===== config.mk =====
export PLATFORM = sky130hd
export DESIGN_NAME = single_port_ram_param
export DESIGN_NICKNAME = d
export VERILOG_FILES = /design/src/rtl/spram_pkg.sv /design/src/rtl/spram_clear_fsm.sv /design/src/rtl/single_port_ram_param.sv
export SDC_FILE = /design/constraint.sdc
export NUM_CORES = 1
export LEC_CHECK = 0
export CORE_ASPECT_RATIO = 1.2
export CORE_MARGIN = 3
export CORE_UTILIZATION = 35
export CTS_BUF_LIST = sky130_fd_sc_hd__clkbuf_2
export CTS_CLUSTER_SIZE = 12
export DETAILED_ROUTE_END_ITERATION = 10
export GPL_ROUTABILITY_DRIVEN = 0
export SLEW_MARGIN = 20
export SYNTH_ARGS = -nofsm -noshare
export SYNTH_HDL_FRONTEND = slang
export SYNTH_HIERARCHICAL = 1
export SYNTH_SLANG_ARGS = --single-unit

===== constraint.sdc =====
create_clock -name clk -period 4.29 [get_ports clk]
set_input_delay 0.858 -clock clk [delete_from_list [all_inputs] [get_ports clk]]
set_output_delay 0.858 -clock clk [all_outputs]
set_load 0.02 [all_outputs]

===== src/rtl/spram_pkg.sv =====
// spram_pkg: shared types and constants for single_port_ram_param.
//   wr_mode_t : dout behaviour on a write access
//   state_t   : clear sequencer states
//   BYTE_W    : width of one byte lane covered by a byte enable
package spram_pkg;

    localparam int BYTE_W = 8;

    typedef enum logic [1:0] {
        WR_READ_FIRST  = 2'd0,
        WR_WRITE_FIRST = 2'd1,
        WR_NO_CHANGE   = 2'd2
    } wr_mode_t;

    typedef enum logic {
        ST_CLEAR = 1'b0,
        ST_READY = 1'b1
    } state_t;

endpackage


===== src/rtl/spram_clear_fsm.sv =====
// spram_clear_fsm: post-reset clear sequencer for single_port_ram_param.
// Walks the clear address from 0 to DEPTH-1, one word per cycle, then
// hands the array over to normal accesses.
//   clk      in   clock, rising edge
//   rst      in   synchronous active-high reset, restarts the sequence
//   busy     out  high for the whole clear sequence (registered)
//   clr_we   out  write strobe for the clear word
//   clr_addr out  address currently being cleared
//
// state    | meaning
// ---------+-------------------------------------------------
// ST_CLEAR | zeroing mem[cnt], cnt counts up to DEPTH-1
// ST_READY | clear done, array serves user accesses
module spram_clear_fsm
    import spram_pkg::*;
#(
    parameter int ADDR_W = 6,
    parameter int DEPTH  = 64
) (
    input  logic              clk,
    input  logic              rst,
    output logic              busy,
    output logic              clr_we,
    output logic [ADDR_W-1:0] clr_addr
);

    localparam logic [ADDR_W-1:0] LAST_ADDR = ADDR_W'(DEPTH - 1);

    state_t            state_q, state_d;
    logic [ADDR_W-1:0] cnt_q, cnt_d;
    logic              busy_q, busy_d;

    always_comb begin
        state_d = state_q;
        cnt_d   = cnt_q;
        busy_d  = busy_q;
        case (state_q)
            ST_CLEAR: begin
                if (cnt_q == LAST_ADDR) begin
                    state_d = ST_READY;
                    busy_d  = 1'b0;
                    cnt_d   = '0;
                end else begin
                    cnt_d = cnt_q + 1'b1;
                end
            end
            ST_READY: begin
                busy_d = 1'b0;
            end
            default: begin
                state_d = ST_CLEAR;
                cnt_d   = '0;
                busy_d  = 1'b1;
            end
        endcase
    end

    always_ff @(posedge clk) begin
        if (rst) begin
            state_q <= ST_CLEAR;
            cnt_q   <= '0;
            busy_q  <= 1'b1;
        end else begin
            state_q <= state_d;
            cnt_q   <= cnt_d;
            busy_q  <= busy_d;
        end
    end

    assign busy     = busy_q;
    assign clr_we   = (state_q == ST_CLEAR);
    assign clr_addr = cnt_q;

endmodule


===== src/rtl/single_port_ram_param.sv =====
// single_port_ram_param: inferred single-port synchronous RAM with byte
// enables, selectable write/read collision mode, read-valid flag and a
// hardware clear of the whole array after reset.
//   clk        in   clock, rising edge
//   rst        in   synchronous active-high reset
//   en         in   access enable
//   we         in   write enable (qualified by en)
//   be         in   byte enables, be[i] covers din[8i+7:8i]
//   addr       in   word address
//   din        in   write data
//   dout       out  registered read data
//   dout_valid out  one-cycle pulse with new dout
//   busy       out  clear sequence running, accesses ignored
// Build option: define SPRAM_OUT_REG_EN to add an output pipeline register
// (read latency 2 instead of 1).
module single_port_ram_param
    import spram_pkg::*;
#(
    parameter int DATA_W  = 8,
    parameter int ADDR_W  = 6,
    parameter int DEPTH   = 2**ADDR_W,
    parameter int WR_MODE = 0
) (
    input  logic                     clk,
    input  logic                     rst,
    input  logic                     en,
    input  logic                     we,
    input  logic [DATA_W/8-1:0]      be,
    input  logic [ADDR_W-1:0]        addr,
    input  logic [DATA_W-1:0]        din,
    output logic [DATA_W-1:0]        dout,
    output logic                     dout_valid,
    output logic                     busy
);

    localparam int NB = DATA_W / BYTE_W;
    localparam logic [1:0] MODE_BITS = WR_MODE[1:0];
    localparam wr_mode_t MODE = wr_mode_t'(MODE_BITS);
    localparam logic [ADDR_W:0] DEPTH_EXT = (ADDR_W + 1)'(DEPTH);

    if ((DATA_W % BYTE_W) != 0) begin : g_bad_data_w
        $error("single_port_ram_param: DATA_W must be a multiple of 8");
    end
    if ((DEPTH < 1) || (DEPTH > (1 << ADDR_W))) begin : g_bad_depth
        $error("single_port_ram_param: DEPTH out of range for ADDR_W");
    end
    if ((WR_MODE < 0) || (WR_MODE > 2)) begin : g_bad_mode
        $error("single_port_ram_param: WR_MODE must be 0, 1 or 2");
    end

    logic [DATA_W-1:0] mem_q [DEPTH];

    logic              busy_w;
    logic              clr_we;
    logic [ADDR_W-1:0] clr_addr;

    spram_clear_fsm #(
        .ADDR_W (ADDR_W),
        .DEPTH  (DEPTH)
    ) u_clear_fsm (
        .clk      (clk),
        .rst      (rst),
        .busy     (busy_w),
        .clr_we   (clr_we),
        .clr_addr (clr_addr)
    );

    logic              in_range;
    logic              acc;
    logic [DATA_W-1:0] rd_word;
    logic [DATA_W-1:0] merged;

    assign in_range = ({1'b0, addr} < DEPTH_EXT);
    assign acc      = en & ~busy_w;
    assign rd_word  = in_range ? mem_q[addr] : '0;

    always_comb begin
        merged = rd_word;
        for (int i = 0; i < NB; i++) begin
            if (be[i]) merged[i*BYTE_W +: BYTE_W] = din[i*BYTE_W +: BYTE_W];
        end
    end

    // The clear sequencer owns the write port while busy; user writes to
    // addresses beyond DEPTH are dropped here.
    logic              wr_en;
    logic [ADDR_W-1:0] wr_addr;
    logic [DATA_W-1:0] wr_data;
    logic [NB-1:0]     wr_be;

    always_comb begin
        wr_en   = 1'b0;
        wr_addr = addr;
        wr_data = din;
        wr_be   = be;
        if (clr_we) begin
            wr_en   = 1'b1;
            wr_addr = clr_addr;
            wr_data = '0;
            wr_be   = '1;
        end else if (acc && we && in_range) begin
            wr_en = 1'b1;
        end
    end

    always_ff @(posedge clk) begin
        if (wr_en) begin
            for (int i = 0; i < NB; i++) begin
                if (wr_be[i]) mem_q[wr_addr][i*BYTE_W +: BYTE_W] <= wr_data[i*BYTE_W +: BYTE_W];
            end
        end
    end

    logic [DATA_W-1:0] dout_q, dout_d;
    logic              dv_q, dv_d;

    always_comb begin
        dout_d = dout_q;
        dv_d   = 1'b0;
        if (busy_w) begin
            dout_d = '0;
        end else if (en) begin
            if (!we) begin
                dout_d = rd_word;
                dv_d   = 1'b1;
            end else begin
                case (MODE)
                    WR_READ_FIRST: begin
                        dout_d = rd_word;
                        dv_d   = 1'b1;
                    end
                    WR_WRITE_FIRST: begin
                        dout_d = in_range ? merged : '0;
                        dv_d   = 1'b1;
                    end
                    default: begin
                        dout_d = dout_q;
                    end
                endcase
            end
        end
    end

    always_ff @(posedge clk) begin
        if (rst) begin
            dout_q <= '0;
            dv_q   <= 1'b0;
        end else begin
            dout_q <= dout_d;
            dv_q   <= dv_d;
        end
    end

`ifdef SPRAM_OUT_REG_EN
    logic [DATA_W-1:0] pipe_q, pipe_d;
    logic              pipe_v_q, pipe_v_d;

    always_comb begin
        pipe_d   = busy_w ? '0 : dout_q;
        pipe_v_d = busy_w ? 1'b0 : dv_q;
    end

    always_ff @(posedge clk) begin
        if (rst) begin
            pipe_q   <= '0;
            pipe_v_q <= 1'b0;
        end else begin
            pipe_q   <= pipe_d;
            pipe_v_q <= pipe_v_d;
        end
    end

    assign dout       = pipe_q;
    assign dout_valid = pipe_v_q;
`else
    assign dout       = dout_q;
    assign dout_valid = dv_q;
`endif

    assign busy = busy_w;

endmodule

Word level (Yosys, flattened, before mapping)
Memory sizes are Yosys's and may differ from the RTL's. A register that Yosys moved wholly into a read port is not among the register bits.
Index checks and enable logic that the tools add are counted.
{ "op_classes": {"bitwise_logic": 3, "reduce_logical": 2, "n_addsub": 1, "n_mux": 14, "n_eq_ne": 2} }
{ "ops": {"columns": ["operator", "n"], "rows": [
  ["$mux 6", 2],
  ["$mux 1", 10],
  ["$mux 8", 1],
  ["$add 6x1->6 const B", 1],
  ["$eq 6x6->1 const B", 1],
  ["$ne 2x1->1 const B", 1],
  ["$not 1->1", 2],
  ["$pmux 1 s2", 1],
  ["$reduce_or 2->1", 1],
  ["$and 1x1->1", 1],
  ["$logic_and 1x1->1", 1]
]} }
{ "word_totals": {"ram_bits": 512, "word_cells": 27, "mem_count": 1, "regBits": 9} }
{ "memory_table": {"columns": ["memory", "words", "word_bits", "read_ports", "rd_ports_with_merged_regs", "wr", "line_no", "source"], "rows": [
  ["mem_q", 64, 8, 1, 1, 1, "single_port_ram_param.sv:51", "logic [DATA_W-1:0] mem_q [DEPTH];"]
]} }

Depth between registers and ports, before layout
Gate-level depths: netlist of run 1.
{ "depth": {"word_depth": 7, "depth_mapped": 10, "mapped_depth_nobuf": 6} }

Modules after synthesis
The synthesis of run 1 kept the hierarchy.
{ "by_module_without_submodules": {"columns": ["module", "cells_per_inst", "area_per_inst_um2", "n_inst"], "rows": [
  ["single_port_ram_param", 1053, 20508.4, 1],
  ["spram_clear_fsm", 35, 346.6, 1]
]} }

Least setup slack after synthesis of run 1
OpenSTA, ideal clock, no wires.
{ "synth_timing": {"kind": "flip-flop to flip-flop", "from": "reg u_clear_fsm.state_q", "to": "mem mem_q[0][0] (data pin)", "t_required_ps": 3776, "path_buffers": 2, "setup_slack_ps": 1309, "period_less_slack_ps": 2981, "arrival_time_ps": 2467, "setup_ps": 514, "stages_incl_launch_ff": 5, "path_cell_list": "dfxtp_1 > inv_1 > clkbuf_1 > clkbuf_1 > nor2b_1"} }
{ "synth_via": {"elab_chain_cells": 1} }
{ "synth_lines": {"columns": ["item", "line_no", "source"], "rows": [
  ["start, declared", "spram_clear_fsm.sv:29", "state_t state_q, state_d;"],
  ["start signal, assigned", "spram_clear_fsm.sv:64", "state_q <= state_d;"],
  ["$mux 8", "single_port_ram_param.sv:96", "if (clr_we) begin"],
  ["net wr_data[0]", "single_port_ram_param.sv:88", "logic [DATA_W-1:0] wr_data;"],
  ["end, declared", "single_port_ram_param.sv:51", null]
]} }
The timed path passes the listed nets, and every way through them passes these cells.

Worst setup path in the final report of run 1
{ "layout_timing": {"from": "reg u_clear_fsm.state_q", "to": "mem mem_q[39][7] (enable)"} }
{ "layout_via": {"elab_chain_cells": 4, "word_cells_on_any_way": 6, "cone_classes": "mux: 6"} }
{ "layout_lines": {"columns": ["item", "line_no", "source"], "rows": [
  ["$mux 1", "single_port_ram_param.sv:96", null],
  ["$mux 1", "single_port_ram_param.sv:109", "if (wr_be[i]) mem_q[wr_addr][i*BYTE_W +: BYTE_W] <= wr_data[i*BYTE_W +: BYTE_W];"],
  ["$mux 1", "single_port_ram_param.sv:107", "if (wr_en) begin"],
  ["$mux 1 (not written as such)", "single_port_ram_param.sv:109", null]
]} }
Parallel ways exist; a longest one is shown, timed or not.

==> metrics, run 1 <==
post-synthesis cell area=20900 sq um; CTS hold repair buffers=0; ys flop type=edfxtp_1; DR iter-0 viols=805; count leader, synth=edfxtp_1; post-cts resize count=0; Max Freq=0.311 GHz; Routed Wire Length=48.0 mm; CTS Sinks=529; Core Rows=97; setup TNS=0 ps; Post-Synthesis Net Count=1108; met1 usage=18.8%; post-CTS setup buffers=0; critical path arrival=3920 ps; Routed wire per std cell=22.3 microns; largest area contributor in the netlist=edfxtp_1; Worst Setup Start Kind=flip-flop; minimum clock period=3220 ps; critical path required time=5000 ps; vias in the first global route=11.6k; sequential standard cell area=15700 sq um; GR Layer Usage met2=26.2%; post-synthesis async set-or-reset flop share=0%; Initial Util=35.6%; Max Clock Skew=130 ps; Leak=0.00804 uW; worst slew pin tran=1130 ps; syn_area_per_cell=19.2 sq um; die height=273 microns; Post-Synthesis Cells=1088; gr busiest metal=met2; status=complete, no violations; clk buf depth=3; drt via density=5.09; TritonCTS clock tree=built; Max VDD drop=0.159 mV; DP HPWL=30.9 mm; post-synth top area share=73.7%; drt first pass iters=5; sequential fraction of the synthesis area=75.4%; YS warnings=6; # fillers=5300; setup violators final=0; vias=11.0k; crit-path max FO=18; Multi-input gate area=4880 sq um; Crit Path Category=flip-flop to flip-flop; share of cells above drive strength 1=29.5%; largest net degree at the start of global routing=65; nets@finish=1284; Worst-path clk slew=110 ps; Hold Violations, Final=0; worst skew pair latency=1130 ps; Period Utilization, post-route=75.0%; power per cell area=384 nW/um^2; # Max-Cap Violations=0; synth cell count leaders=edfxtp_1 (512), mux4_2 (105), nand2_1 (85); area of the core=58600 sq um; Remaining Overflow, GRT=0; routing usage on met3=3.48%; clock root buffer=clkbuf_2; # DRC=0; RSZ-0062 raised after global routing=no; initial antenna violation count=1; Util after Layout=40.4%; FF+latch count, synth=529; Synth cell types=45; first-pass GRT wire length=72.7 mm; IO Count=29; Critical Path End Type=flip-flop; Die Span X=229 microns; htree depth=3; Area growth syn-to-layout=13.6%; CTS Buf Count=119; Synth area leaders=edfxtp_1 (74%), mux4_2 (11%), mux2i_1 (3.0%); number of enable flip-flop cells after synthesis=512; Slew HR=24.2%; Hold WC Path Type=primary input to flip-flop; Final ANT Viol Nets=0; total track usage=15.5%; Max Slew Vio Count=0; port buffer count=28; die area=62600 sq um
cell usage in the layout (no fill, tap or decap), types with 3 or more instances in the layout:
cell type and instances:
nand2b_1 5, o21ai_0 6, dfxtp_1 17, and3_1 3
a22oi_1 15, o32ai_1 5, mux2i_1 62, clkinvlp_4 3
clkinv_2 4, nand2_1 85, inv_1 4, a21oi_1 18
o221ai_1 3, nor3_1 3, clkinv_1 34, nor2_1 72
nand4_1 22, nand3_1 15, or3_1 3, buf_12 5
buf_4 80, nor2b_1 7, mux2_2 14, clkbuf_2 169
a221o_1 13, o22ai_1 3, mux4_2 105, clkdlybuf4s50_1 26
nor2b_4 8, and2_1 3, a21o_1 8, edfxtp_1 512
state kept, by name, summed over array words and instances (netlist names):
| signal | flops |
|---|---|
| u_clear_fsm/clr_addr | 6 |
| mem_q | 512 |
| dout_valid | 1 |
| u_clear_fsm/state_q | 1 |
| u_clear_fsm/busy | 1 |
| dout | 8 |
critical path, cell delays in order, from the launching register on:
cell and delay [ps]:
dfxtp_1 380, inv_1 440, buf_4 380, a31oi_1 200
nor2_1 310, nand2_1 380, nor2_1 690
per-stage QoR:
stage | area, sq um | worst slack, ps | power (uW) | hold slack, ps | cells
2_1_floorplan | 20900 | 1310 | 6020 | 501 | 1088
3_3_place_gp | 22600 | 809 | 6180 | 533 | 1933
3_5_place_dp | 22600 | 747 | 6180 | 541 | 1934
4_1_cts | 23700 | 1040 | 9250 | 341 | 2148
5_1_grt | 23700 | 898 | 9520 | 379 | 2150
6_report | 23700 | 1070 | 9100 | 475 | 2151
layout make-up:
| cell class | instances | share of cell area, % |
|---|---|---|
| Antenna cell | 2 | 0.0211 |
| Clock buffer | 169 | 3.57 |
| Clock inverter | 45 | 0.935 |
| Inverter | 5 | 0.0792 |
| Multi-Input combinational cell | 495 | 20.6 |
| Sequential cell | 529 | 66.3 |
| Tap cell | 792 | 4.18 |
| Timing Repair Buffer | 114 | 4.27 |
path summary, 6_finish.rpt:
check,slack [ps],endpoint,from,cells past startpoint
worst max-delay path,1070,mem_q[39][7],u_clear_fsm/state_q,6
worst min-delay path,480,mem_q[54][0],din[0],2
worst max register to register,1070,mem_q[39][7],u_clear_fsm/state_q,6
worst min register to register,570,u_clear_fsm/clr_addr[0],u_clear_fsm/state_q,2
report_power, final:
| part | switching [uW] | internal, uW |
|---|---|---|
| clock network | 1910 | 1130 |
| logic | 256 | 189 |
| registers | 12.0 | 5600 |
| total | 2170 | 6930 |
cell families (layout without fill, tap and decap cells):
logic type / after synthesis / after routing / share of synthesized area [%]
compound gates: 79 / 79 / 2.80
other cells: 0 / 2 / 0
buf+inv: 64 / 333 / 1.55
fa+ha+maj: 1 / 1 / 0.0600
flops: 529 / 529 / 75.4
mux: 181 / 181 / 15.1
xor+xnor: 2 / 2 / 0.0840
simple gates: 232 / 232 / 5.09
per-layer routing:
metal	vias up	routed length, microns
met5	-	0
met4	0	1880
met3	101	2720
met2	380	24200
met1	5633	19200
li1	4844	-
(Power assumes the default switching activity.)
==> inputs of run 2 (changes only) <==
==> constraint.sdc (replaced) <==
create_clock -name clk -period 2.72 [get_ports clk]
set_input_delay 0.544 -clock clk [delete_from_list [all_inputs] [get_ports clk]]
set_output_delay 0.544 -clock clk [all_outputs]
set_load 0.02 [all_outputs]
==> run 2 against run 1 <==
Net effect: non-clock buffer count up 58; final cell count up 2.7%; largest cell class unchanged; critical endpoint is now dout_valid; critical path type is now flip-flop to output pin; sequential share of layout area fell by 1.8 points; count of clock-buffer cells in the layout rose by 8.
==> metrics, run 2 (synthesis gave the netlist of run 1 again) <==
status=complete, no violations; Slew HR=36.6% (+12 points); final hold slack=245 ps (-230 ps); critical path required time=2180 ps (-2820 ps); initial antenna violation count=2 (+1); vias in the first global route=12.0k (+3.2%); Remaining Overflow, GRT=0 (unchanged); family with the most delay on the worst path=buffers and inverters; Max Freq=0.390 GHz; total track usage=15.6% (+0.11 points); Multi-input gate area=4880 sq um (unchanged); Critical Path End Type=output pin; Max VDD drop=0.372 mV (+130%); Placed Instances=1993 (+3.1%); clk buf depth=3 (unchanged); setup violators final=0 (unchanged); RSZ-0062 raised after global routing=no; pre-CTS WS=-137 ps (-884 ps); # fillers=5235 (-1.2%); Routed Wire Length=48.5 mm (+1.0%); worst slew pin tran=944 ps (-188 ps); sequential standard cell area=15700 sq um (unchanged); crit-path cells=clkdlybuf4s50_1; Hold Violations, Final=0 (unchanged); Non-Filler Instances=2209 (+2.7%); CTS hold repair buffers=0 (unchanged); clock root buffer=clkbuf_2; Final ANT Viol Nets=0 (unchanged); Crit Path Category=flip-flop to output pin; Max Slew Vio Count=0 (unchanged); Worst Setup Start Kind=flip-flop; R2R depth=8 (+2); power per cell area=609 nW/um^2 (+58%); die height=273 microns (unchanged); CP bufs+invs=1 (-1); Core Rows=97 (unchanged); crit path launch=dout_valid; crit path capture=dout_valid; Hold WC Path Type=primary input to flip-flop; port buffer count=28 (unchanged); Initial Util=35.6% (unchanged); worst r2r src=u_clear_fsm/state_q; Die Span X=229 microns (unchanged); crit-path max FO=1 (-17); Max Clock Skew=68.9 ps (-61.0 ps); minimum clock period=2570 ps; DP HPWL=31.1 mm (+0.68%); DR iter-0 viols=806 (+0.12%); Util after Layout=41.5% (+1.1 points); largest net degree at the start of global routing=65 (unchanged); Area growth syn-to-layout=16.7%; post-CTS setup buffers=0 (unchanged); commonest non-fill, non-tap cell in the layout=edfxtp_1; IO Count=29 (unchanged); Area after DPL=23200 sq um (+2.6%); Worst path slowest cell=clkdlybuf4s50_1; critical path arrival=2020 ps (-1900 ps); CTS Buf Count=119 (unchanged); Most flops, register=mem_q; die area=62600 sq um (unchanged); most frequent cells in the layout=edfxtp_1 (512), clkbuf_2 (177), buf_4 (128), mux4_2 (105), nand2_1 (85); nets@finish=1342 (+4.5%); # Max-Cap Violations=0 (unchanged); first-pass GRT wire length=73.1 mm (+0.63%); max reg flops=512 (unchanged); drt first pass iters=5 (unchanged); Leak=0.00846 uW (+5.1%); Period Utilization, post-route=94.4%; CTS Sinks=529 (unchanged); area of the core=58600 sq um (unchanged); RR Endpoint=mem_q[9][2]; # DRC=0 (unchanged); vias=11.1k (+1.6%); TritonCTS clock tree=built; Levels on crit path=1 (-5); share of cells above drive strength 1=33.0% (+3.5 points); Reg2Reg Setup Slack=370 ps (-700 ps); worst skew pair latency=1080 ps (-50 ps); post-route worst setup slack=153 ps (-920 ps); htree depth=3 (unchanged); drt via density=5.04 (-1.1%); Design Area, Final=24300 sq um (+2.8%); Largest stage delay, worst path=630 ps (-60 ps); Routed wire per std cell=22.0 microns (-1.6%); Worst-path clk slew=120 ps (about the same)
## run 2: cell types whose count changed in the layout (fill, tap and decap cells not counted), moves of 2 or more
cell	previous run	this run
buf_4	80	128
buf_12	5	16
clkdlybuf4s50_1	26	17
clkinv_1	34	25
dlygate4sd2_1	0	9
clkbuf_2	169	177
bufinv_16	1	5
inv_2	2	0
## run 2: final cells by class
class / instances / area share (%)
Sequential cell: 529 / 64.6
Multi-Input combinational cell: 495 / 20.1
Timing Repair Buffer: 172 / 6.38
Tap cell: 792 / 4.07
Clock buffer: 177 / 3.64
Clock inverter: 37 / 1.20
Inverter: 5 / 0.0771
Antenna cell: 2 / 0.0206
## run 2: how the worst min path moves through the flow
stage                   startpoint  slack [ps]                 endpoint  depth (start not counted)
2_1_floorplan  u_clear_fsm/state_q         500  u_clear_fsm/clr_addr[0]                          2
3_3_place_gp   u_clear_fsm/state_q         520  u_clear_fsm/clr_addr[0]                          2
3_5_place_dp   u_clear_fsm/state_q         540  u_clear_fsm/clr_addr[0]                          2
4_1_cts                        rst         150  u_clear_fsm/clr_addr[2]                          3
5_1_grt                        rst         210  u_clear_fsm/clr_addr[1]                          3
6_report                       rst         250  u_clear_fsm/clr_addr[1]                          3
## run 2: power by group
part	total, uW	internal [uW]	switching [uW]	leakage (uW)
Combinational	766	351	415	0.00269
Sequential	8850	8840	17.9	0.00490
Clock	5190	2220	2970	0.000868
Total	14800	11400	3400	0.00846
## run 2: stage by stage
step	total power (uW)	TNS [ps]
2_1_floorplan	9500	-133670
3_3_place_gp	9810	-31170
3_5_place_dp	9810	-21050
4_1_cts	15000	0
5_1_grt	15500	0
6_report	14800	0
## run 2: metal layers
metal / routed length [microns] / global-route usage (%)
met5: 0 / 0
met4: 1970 / 7.61
met3: 2630 / 3.30
met2: 24800 / 27.0
met1: 19100 / 18.6
## run 2: timing repair
item | CTS | global route
gates resized for setup | 9 | 0
hold endpoints to repair | 0 | 0
setup endpoints to repair | 9 | 0
## run 2: tightest hold or removal path, stage by stage
cell and delay, ps:
clkdlybuf4s50_1 450, buf_4 190, nor2_1 90
